## config.mk

```make
export PLATFORM = sky130hd
export DESIGN_NAME = ysyx_22040575_lsu_flat
export DESIGN_NICKNAME = d
export VERILOG_FILES = /design/src/rtl/ysyx_22040575_lsu_pkg.sv /design/src/rtl/ysyx_22040575_lsu_if.sv /design/src/rtl/ysyx_22040575_lsu_align.sv /design/src/rtl/ysyx_22040575_lsu.sv /design/src/flat_wrapper.sv
export SDC_FILE = /design/constraint.sdc
export NUM_CORES = 1
export LEC_CHECK = 0
export CAP_MARGIN = 5
export CORE_MARGIN = 4
export CORE_UTILIZATION = 44
export CTS_BUF_LIST = sky130_fd_sc_hd__clkbuf_16
export DETAILED_ROUTE_END_ITERATION = 10
export HOLD_SLACK_MARGIN = 0.03
export PLACE_DENSITY_LB_ADDON = 0.1
export REMOVE_ABC_BUFFERS = 1
export SLEW_MARGIN = 20
export SYNTH_ARGS = -nofsm -noshare
export SYNTH_HDL_FRONTEND = slang
export SYNTH_SLANG_ARGS = --single-unit
```

## constraint.sdc

```tcl
create_clock -name clk -period 2.2 [get_ports clk]
set_clock_uncertainty 0.1 [all_clocks]
set_input_delay 0.22 -clock clk [delete_from_list [all_inputs] [get_ports clk]]
set_output_delay 0.22 -clock clk [all_outputs]
set_load 0.1 [all_outputs]
```

## src/rtl/ysyx_22040575_lsu_pkg.sv

```systemverilog
// Shared types and encodings for the load/store unit.
package ysyx_22040575_lsu_pkg;

  typedef enum logic [1:0] {
    ST_IDLE = 2'd0,
    ST_REQ  = 2'd1,
    ST_WAIT = 2'd2,
    ST_RESP = 2'd3
  } lsu_state_e;

  localparam logic [1:0] SZ_B = 2'b00;
  localparam logic [1:0] SZ_H = 2'b01;
  localparam logic [1:0] SZ_W = 2'b10;

  localparam logic [3:0] STRB_NONE = 4'b0000;
  localparam logic [3:0] STRB_B    = 4'b0001;
  localparam logic [3:0] STRB_H    = 4'b0011;
  localparam logic [3:0] STRB_W    = 4'b1111;

endpackage

```

## src/rtl/ysyx_22040575_lsu_if.sv

```systemverilog
// Execute-side request, data-memory bus and writeback response of the LSU.
interface ysyx_22040575_lsu_if #(
  parameter int DATA_WIDTH = 32,
  parameter int ADDR_WIDTH = 32
);
  logic                  req_valid;
  logic                  req_ready;
  logic                  req_wen;
  logic [1:0]            req_size;
  logic                  req_unsigned;
  logic [ADDR_WIDTH-1:0] req_addr;
  logic [DATA_WIDTH-1:0] req_wdata;
  logic [4:0]            req_rd_addr;
  logic                  busy;

  logic                  mem_req_valid;
  logic                  mem_req_ready;
  logic                  mem_wen;
  logic [ADDR_WIDTH-1:0] mem_addr;
  logic [DATA_WIDTH-1:0] mem_wdata;
  logic [3:0]            mem_wstrb;
  logic                  mem_rsp_valid;
  logic [DATA_WIDTH-1:0] mem_rdata;

  logic                  rsp_valid;
  logic                  rsp_rd_wen;
  logic [4:0]            rsp_rd_addr;
  logic [DATA_WIDTH-1:0] rsp_rdata;
  logic                  rsp_err;

  // LSU side
  modport slave (
    input  req_valid, req_wen, req_size, req_unsigned, req_addr, req_wdata, req_rd_addr,
    input  mem_req_ready, mem_rsp_valid, mem_rdata,
    output req_ready, busy,
    output mem_req_valid, mem_wen, mem_addr, mem_wdata, mem_wstrb,
    output rsp_valid, rsp_rd_wen, rsp_rd_addr, rsp_rdata, rsp_err
  );

  // Pipeline / memory environment side
  modport master (
    output req_valid, req_wen, req_size, req_unsigned, req_addr, req_wdata, req_rd_addr,
    output mem_req_ready, mem_rsp_valid, mem_rdata,
    input  req_ready, busy,
    input  mem_req_valid, mem_wen, mem_addr, mem_wdata, mem_wstrb,
    input  rsp_valid, rsp_rd_wen, rsp_rd_addr, rsp_rdata, rsp_err
  );

endinterface

```

## src/rtl/ysyx_22040575_lsu_align.sv

```systemverilog
// Byte-lane steering for the LSU: store replication/strobes, load extraction
// with sign/zero extension, and alignment checking of an incoming request.
module ysyx_22040575_lsu_align
  import ysyx_22040575_lsu_pkg::*;
(
  input  logic [1:0]  chk_size,
  input  logic [1:0]  chk_addr_lo,
  output logic        chk_misaligned,

  input  logic        wen,
  input  logic [1:0]  size,
  input  logic [1:0]  addr_lo,
  input  logic        is_unsigned,
  input  logic [31:0] wdata,
  input  logic [31:0] rdata,
  output logic [31:0] st_wdata,
  output logic [3:0]  st_wstrb,
  output logic [31:0] ld_data
);

  logic [3:0]  strb;
  logic [15:0] lane_lo;

  always_comb begin
    case (chk_size)
      SZ_B:    chk_misaligned = 1'b0;
      SZ_H:    chk_misaligned = chk_addr_lo[0];
      SZ_W:    chk_misaligned = (chk_addr_lo != 2'b00);
      default: chk_misaligned = 1'b1;
    endcase
  end

  // Every lane carries a copy so the memory only needs to honour the strobes.
  genvar gi;
  generate
    for (gi = 0; gi < 4; gi++) begin : g_lane
      assign st_wdata[8*gi +: 8] = (size == SZ_B) ? wdata[7:0] :
                                   (size == SZ_H) ? wdata[8*(gi%2) +: 8] :
                                                    wdata[8*gi +: 8];
    end
  endgenerate

  always_comb begin
    case (size)
      SZ_B:    strb = STRB_B << addr_lo;
      SZ_H:    strb = STRB_H << addr_lo;
      default: strb = STRB_W;
    endcase
    st_wstrb = wen ? strb : STRB_NONE;
  end

  assign lane_lo = 16'(rdata >> {addr_lo, 3'b000});

  always_comb begin
    case (size)
      SZ_B:    ld_data = {{24{lane_lo[7]  & ~is_unsigned}}, lane_lo[7:0]};
      SZ_H:    ld_data = {{16{lane_lo[15] & ~is_unsigned}}, lane_lo};
      default: ld_data = rdata;
    endcase
  end

endmodule

```

## src/rtl/ysyx_22040575_lsu.sv

```systemverilog
// Single-outstanding load/store unit: request capture, memory handshake FSM
// and writeback response. All outputs come from state or captured registers.
module ysyx_22040575_lsu
  import ysyx_22040575_lsu_pkg::*;
#(
  parameter int DATA_WIDTH = 32,
  parameter int ADDR_WIDTH = 32
) (
  input  logic                   clk,
  input  logic                   reset,
  ysyx_22040575_lsu_if.slave     bus
);

  lsu_state_e            state_q, state_d;
  logic                  wen_q, wen_d;
  logic [1:0]            size_q, size_d;
  logic                  uns_q, uns_d;
  logic [ADDR_WIDTH-1:0] addr_q, addr_d;
  logic [DATA_WIDTH-1:0] wdata_q, wdata_d;
  logic [4:0]            rd_q, rd_d;
  logic [DATA_WIDTH-1:0] rdata_q, rdata_d;
  logic                  err_q, err_d;

  logic                  misaligned;
  logic [DATA_WIDTH-1:0] st_wdata;
  logic [3:0]            st_wstrb;
  logic [DATA_WIDTH-1:0] ld_data;

  ysyx_22040575_lsu_align u_align (
    .chk_size       (bus.req_size),
    .chk_addr_lo    (bus.req_addr[1:0]),
    .chk_misaligned (misaligned),
    .wen            (wen_q),
    .size           (size_q),
    .addr_lo        (addr_q[1:0]),
    .is_unsigned    (uns_q),
    .wdata          (wdata_q),
    .rdata          (bus.mem_rdata),
    .st_wdata       (st_wdata),
    .st_wstrb       (st_wstrb),
    .ld_data        (ld_data)
  );

  always_comb begin
    state_d = state_q;
    wen_d   = wen_q;
    size_d  = size_q;
    uns_d   = uns_q;
    addr_d  = addr_q;
    wdata_d = wdata_q;
    rd_d    = rd_q;
    rdata_d = rdata_q;
    err_d   = err_q;
    case (state_q)
      ST_IDLE: begin
        if (bus.req_valid) begin
          wen_d   = bus.req_wen;
          size_d  = bus.req_size;
          uns_d   = bus.req_unsigned;
          addr_d  = bus.req_addr;
          wdata_d = bus.req_wdata;
          rd_d    = bus.req_rd_addr;
          // Bad accesses complete immediately without touching memory.
          if (misaligned) begin
            err_d   = 1'b1;
            rdata_d = '0;
            state_d = ST_RESP;
          end else begin
            err_d   = 1'b0;
            state_d = ST_REQ;
          end
        end
      end
      ST_REQ: begin
        if (bus.mem_req_ready) state_d = ST_WAIT;
      end
      ST_WAIT: begin
        if (bus.mem_rsp_valid) begin
          rdata_d = wen_q ? '0 : ld_data;
          state_d = ST_RESP;
        end
      end
      ST_RESP: state_d = ST_IDLE;
      default: state_d = ST_IDLE;
    endcase
  end

  always_ff @(posedge clk or negedge reset) begin
    if (!reset) begin
      state_q <= ST_IDLE;
      wen_q   <= 1'b0;
      size_q  <= 2'b00;
      uns_q   <= 1'b0;
      addr_q  <= '0;
      wdata_q <= '0;
      rd_q    <= 5'd0;
      rdata_q <= '0;
      err_q   <= 1'b0;
    end else begin
      state_q <= state_d;
      wen_q   <= wen_d;
      size_q  <= size_d;
      uns_q   <= uns_d;
      addr_q  <= addr_d;
      wdata_q <= wdata_d;
      rd_q    <= rd_d;
      rdata_q <= rdata_d;
      err_q   <= err_d;
    end
  end

  assign bus.req_ready     = (state_q == ST_IDLE);
  assign bus.busy          = (state_q != ST_IDLE);
  assign bus.mem_req_valid = (state_q == ST_REQ);
  assign bus.mem_wen       = wen_q;
  assign bus.mem_addr      = {addr_q[ADDR_WIDTH-1:2], 2'b00};
  assign bus.mem_wdata     = st_wdata;
  assign bus.mem_wstrb     = st_wstrb;
  assign bus.rsp_valid     = (state_q == ST_RESP);
  assign bus.rsp_rd_wen    = (state_q == ST_RESP) & ~wen_q & ~err_q & (rd_q != 5'd0);
  assign bus.rsp_rd_addr   = rd_q;
  assign bus.rsp_rdata     = rdata_q;
  assign bus.rsp_err       = err_q;

endmodule

```

## src/flat_wrapper.sv

```systemverilog
// flat-port wrapper written by rule: the top's interface ports become plain ports
module ysyx_22040575_lsu_flat import ysyx_22040575_lsu_pkg::*;
#(
  parameter int DATA_WIDTH = 32,
  parameter int ADDR_WIDTH = 32
)
  (clk, reset, bus_req_valid, bus_req_wen, bus_req_size, bus_req_unsigned, bus_req_addr, bus_req_wdata, bus_req_rd_addr, bus_mem_req_ready, bus_mem_rsp_valid, bus_mem_rdata, bus_req_ready, bus_busy, bus_mem_req_valid, bus_mem_wen, bus_mem_addr, bus_mem_wdata, bus_mem_wstrb, bus_rsp_valid, bus_rsp_rd_wen, bus_rsp_rd_addr, bus_rsp_rdata, bus_rsp_err);
  ysyx_22040575_lsu_if #(.DATA_WIDTH(DATA_WIDTH), .ADDR_WIDTH(ADDR_WIDTH)) bus_i ();
  input  logic clk;
  input  logic reset;
  input wire logic [$bits(bus_i.req_valid)-1:0] bus_req_valid;
  input wire logic [$bits(bus_i.req_wen)-1:0] bus_req_wen;
  input wire logic [$bits(bus_i.req_size)-1:0] bus_req_size;
  input wire logic [$bits(bus_i.req_unsigned)-1:0] bus_req_unsigned;
  input wire logic [$bits(bus_i.req_addr)-1:0] bus_req_addr;
  input wire logic [$bits(bus_i.req_wdata)-1:0] bus_req_wdata;
  input wire logic [$bits(bus_i.req_rd_addr)-1:0] bus_req_rd_addr;
  input wire logic [$bits(bus_i.mem_req_ready)-1:0] bus_mem_req_ready;
  input wire logic [$bits(bus_i.mem_rsp_valid)-1:0] bus_mem_rsp_valid;
  input wire logic [$bits(bus_i.mem_rdata)-1:0] bus_mem_rdata;
  output wire logic [$bits(bus_i.req_ready)-1:0] bus_req_ready;
  output wire logic [$bits(bus_i.busy)-1:0] bus_busy;
  output wire logic [$bits(bus_i.mem_req_valid)-1:0] bus_mem_req_valid;
  output wire logic [$bits(bus_i.mem_wen)-1:0] bus_mem_wen;
  output wire logic [$bits(bus_i.mem_addr)-1:0] bus_mem_addr;
  output wire logic [$bits(bus_i.mem_wdata)-1:0] bus_mem_wdata;
  output wire logic [$bits(bus_i.mem_wstrb)-1:0] bus_mem_wstrb;
  output wire logic [$bits(bus_i.rsp_valid)-1:0] bus_rsp_valid;
  output wire logic [$bits(bus_i.rsp_rd_wen)-1:0] bus_rsp_rd_wen;
  output wire logic [$bits(bus_i.rsp_rd_addr)-1:0] bus_rsp_rd_addr;
  output wire logic [$bits(bus_i.rsp_rdata)-1:0] bus_rsp_rdata;
  output wire logic [$bits(bus_i.rsp_err)-1:0] bus_rsp_err;
  assign bus_i.req_valid = bus_req_valid;
  assign bus_i.req_wen = bus_req_wen;
  assign bus_i.req_size = bus_req_size;
  assign bus_i.req_unsigned = bus_req_unsigned;
  assign bus_i.req_addr = bus_req_addr;
  assign bus_i.req_wdata = bus_req_wdata;
  assign bus_i.req_rd_addr = bus_req_rd_addr;
  assign bus_i.mem_req_ready = bus_mem_req_ready;
  assign bus_i.mem_rsp_valid = bus_mem_rsp_valid;
  assign bus_i.mem_rdata = bus_mem_rdata;
  assign bus_req_ready = bus_i.req_ready;
  assign bus_busy = bus_i.busy;
  assign bus_mem_req_valid = bus_i.mem_req_valid;
  assign bus_mem_wen = bus_i.mem_wen;
  assign bus_mem_addr = bus_i.mem_addr;
  assign bus_mem_wdata = bus_i.mem_wdata;
  assign bus_mem_wstrb = bus_i.mem_wstrb;
  assign bus_rsp_valid = bus_i.rsp_valid;
  assign bus_rsp_rd_wen = bus_i.rsp_rd_wen;
  assign bus_rsp_rd_addr = bus_i.rsp_rd_addr;
  assign bus_rsp_rdata = bus_i.rsp_rdata;
  assign bus_rsp_err = bus_i.rsp_err;
  ysyx_22040575_lsu #(.DATA_WIDTH(DATA_WIDTH), .ADDR_WIDTH(ADDR_WIDTH)) u_core (.clk(clk), .reset(reset), .bus(bus_i));
endmodule
```

==> results of run 1 <==
placed cells by master (no fill, tap or decap), types with 8 or more instances in the layout:
master,instances
clkbuf_16,9
o22ai_1,8
and2_1,16
inv_1,10
mux2i_1,26
o21ai_0,38
nor2_1,15
clkdlybuf4s50_1,108
buf_12,37
mux2_2,89
nand2_1,42
dfrtp_1,107
buf_4,96
a211oi_1,16
critical path, cell delays in order, from the launching register on:
cell	delay, ps
dfrtp_4	580
nor2_1	120
buf_4	200
mux2_2	380
buf_12	170
flip-flops by register name, summed over array words and instances (netlist names):
register and cells:
u_core.state_q 2, u_core.size_q 2, u_core.uns_q 1, u_core.wdata_q 32, u_core.bus.rsp_rd_addr 5, u_core.bus.rsp_err 1
u_core.bus.mem_wen 1, u_core.addr_q 32, u_core.bus.rsp_rdata 32
stage by stage:
stage               instances  hold slack, ps  worst slack, ps
floorplan                 431            -176            -2460
global placement          841             162            -30.2
detailed placement        841             164             -162
CTS                       858             337             22.2
global route              858             363             7.63
finish                    858             318             69.1
metal layers:
metal | vias to the layer above | global-route usage, % | part of all wire [%]
li1 | 2107 | - | -
met4 | 2 | 7.86 | 2.4
met3 | 28 | 8.09 | 9.4
met5 | - | 0 | 0.082
met2 | 163 | 36.9 | 49
met1 | 2138 | 25.7 | 39
what timing repair did:
| action | 4_1_cts | 5_1_grt |
|---|---|---|
| hold endpoints to repair | 41 | 0 |
| hold buffers | 1 | 0 |
| setup buffers | 0 | 0 |
| resized for setup | 0 | 2 |
| endpoints found under the setup margin | 0 | 5 |
cell type report:
cell class / instances / area, um^2
clock buffer: 9 / 225
clock inverter: 7 / 67.6
fill: 973 / 3960
inverter: 9 / 33.8
multi-input combinational: 314 / 2450
sequential: 108 / 2710
tap: 168 / 210
timing repair buffer: 243 / 2560
cell families after synthesis:
family                   count (synthesis)
flip-flops                             108
adder cells (fa/ha/maj)                  5
other                                    1
buffers and inverters                   82
AO/OA/AOI/OAI                          106
multiplexers                           115
AND/OR/NAND/NOR                         86
path summary, 6_finish.rpt:
check,slack [ps],to,cells past startpoint
max in group asynchronous,1040,u_core.wdata_q[16],3
max,70,bus_mem_wdata[12],4
min in group clk,380,u_core.wdata_q[5],2
min reg2reg,380,u_core.bus.rsp_rdata[29],2
min,320,u_core.state_q[1],2
max reg2reg,290,u_core.wdata_q[16],6
==> out/metrics.cfg, run 1 <==
[die]
rows=40
start_util_pct=45.9
die_w_um=121
die_y_um=121
dieArea_um2=14600
core_um2=12200
ios=222

[layout]
layout-drive-gt1-share_pct=35.2
fin_nets=800
diodes=0
final_area_um2=8260
finish.utilization_pct=67.6
area_growth_pct=47.4

[sta]
finalHoldViolations=0
final_max_slew_viol_count=0
tightest_slew_ps=741
fin_setup_tns_ps=0
rsz0062_at_grt=no
setup_viol=0
period_minus_slack_ps=2130
relSlewSlack_pct=50.3
fin_crit_sh_pct=96.9
timing.fmax_mhz=469

[yosys]
avgSynthCellArea_um2=11.1
synth_compound_area_share_pct=12.6
synth_top_family_by_area=multiplexers
synthMuxAreaShare_pct=22.5
synth_xor_area_share_pct=0
synthAdderAreaFrac_pct=1.12
syn-cell-area_um2=5600
synth_top_area_share_pct=48.2
ys_types=38
async_reset_ff_share_pct=100
synth-edff-count=0
synthSimpleGateAreaFrac_pct=7.10
ys.flop_type=dfrtp_1
ys_seq_area_share_pct=48.2
syn_inst=503
yosys.area.top_type=dfrtp_1
synth_common_cells=dfrtp_1 (108), mux2_2 (89), nand2_1 (43)
yosysWarnings=0
synth.most_common_cell=dfrtp_1
synth_area_leaders=dfrtp_1 (48%), mux2_2 (18%), buf_4 (5.5%)
ys_ff_latch=108

[setup_path]
critPathCaptureType=output pin
critPathKind=reg2out
critPathArrivalTime_ps=1810
cp-start-kind=register
required_ps=1880
critPathMaxFanout=15
r2r_start=u_core.state_q[1]
startpoint=u_core.size_q[1]

[route]
first_pass_iters=4
route.detailed.drc=0
drtAntennaViolNets=0
drt_iter0_drc=235
vias=4438
wl_mm=15.9
vias_per_cell=5.17
wire_per_inst_um=18.6

[placed_design]
port_buffers=219
gp_congestion=0.834
dpl-instance-area_um2=7940
dp_hpwl_mm=11.9

[clock_network]
root_buffer=clkbuf_16
cts.sinks=108
tritoncts.num_buffers=9
clockBufferDepth=2
clk_latency_ps=350
clk_pin_slew_ps=70
cts.htree.levels=3
cts_tree=done

[grt]
grt_max_degree=48
track_usage_pct=22.0
grt_antenna_before_repair=1
first_global_vias=4646
grt_first_pass_wirelength_mm=25.0
grt-ovfl-total=0

[run]
maxCapViolCount=0

[run_status]
outcome=complete, no violations

[worst_hold_path]
min_path_type=in2async

Power of run 1 is left out: the tool's default activity adds up to more than one toggle a clock period on the data nets, which glitch-free logic cannot reach.
==> inputs of run 2 (changes only) <==
--- a/config.mk
+++ b/config.mk
@@ -13,7 +13,6 @@
 export HOLD_SLACK_MARGIN = 0.03
 export PLACE_DENSITY_LB_ADDON = 0.1
 export REMOVE_ABC_BUFFERS = 1
-export SLEW_MARGIN = 20
 export SYNTH_ARGS = -nofsm -noshare
 export SYNTH_HDL_FRONTEND = slang
 export SYNTH_SLANG_ARGS = --single-unit
==> results of run 2 <==
The final DEF is identical to that of run 1; final timing and power are the same.
Power of run 2 is left out for the same reason.
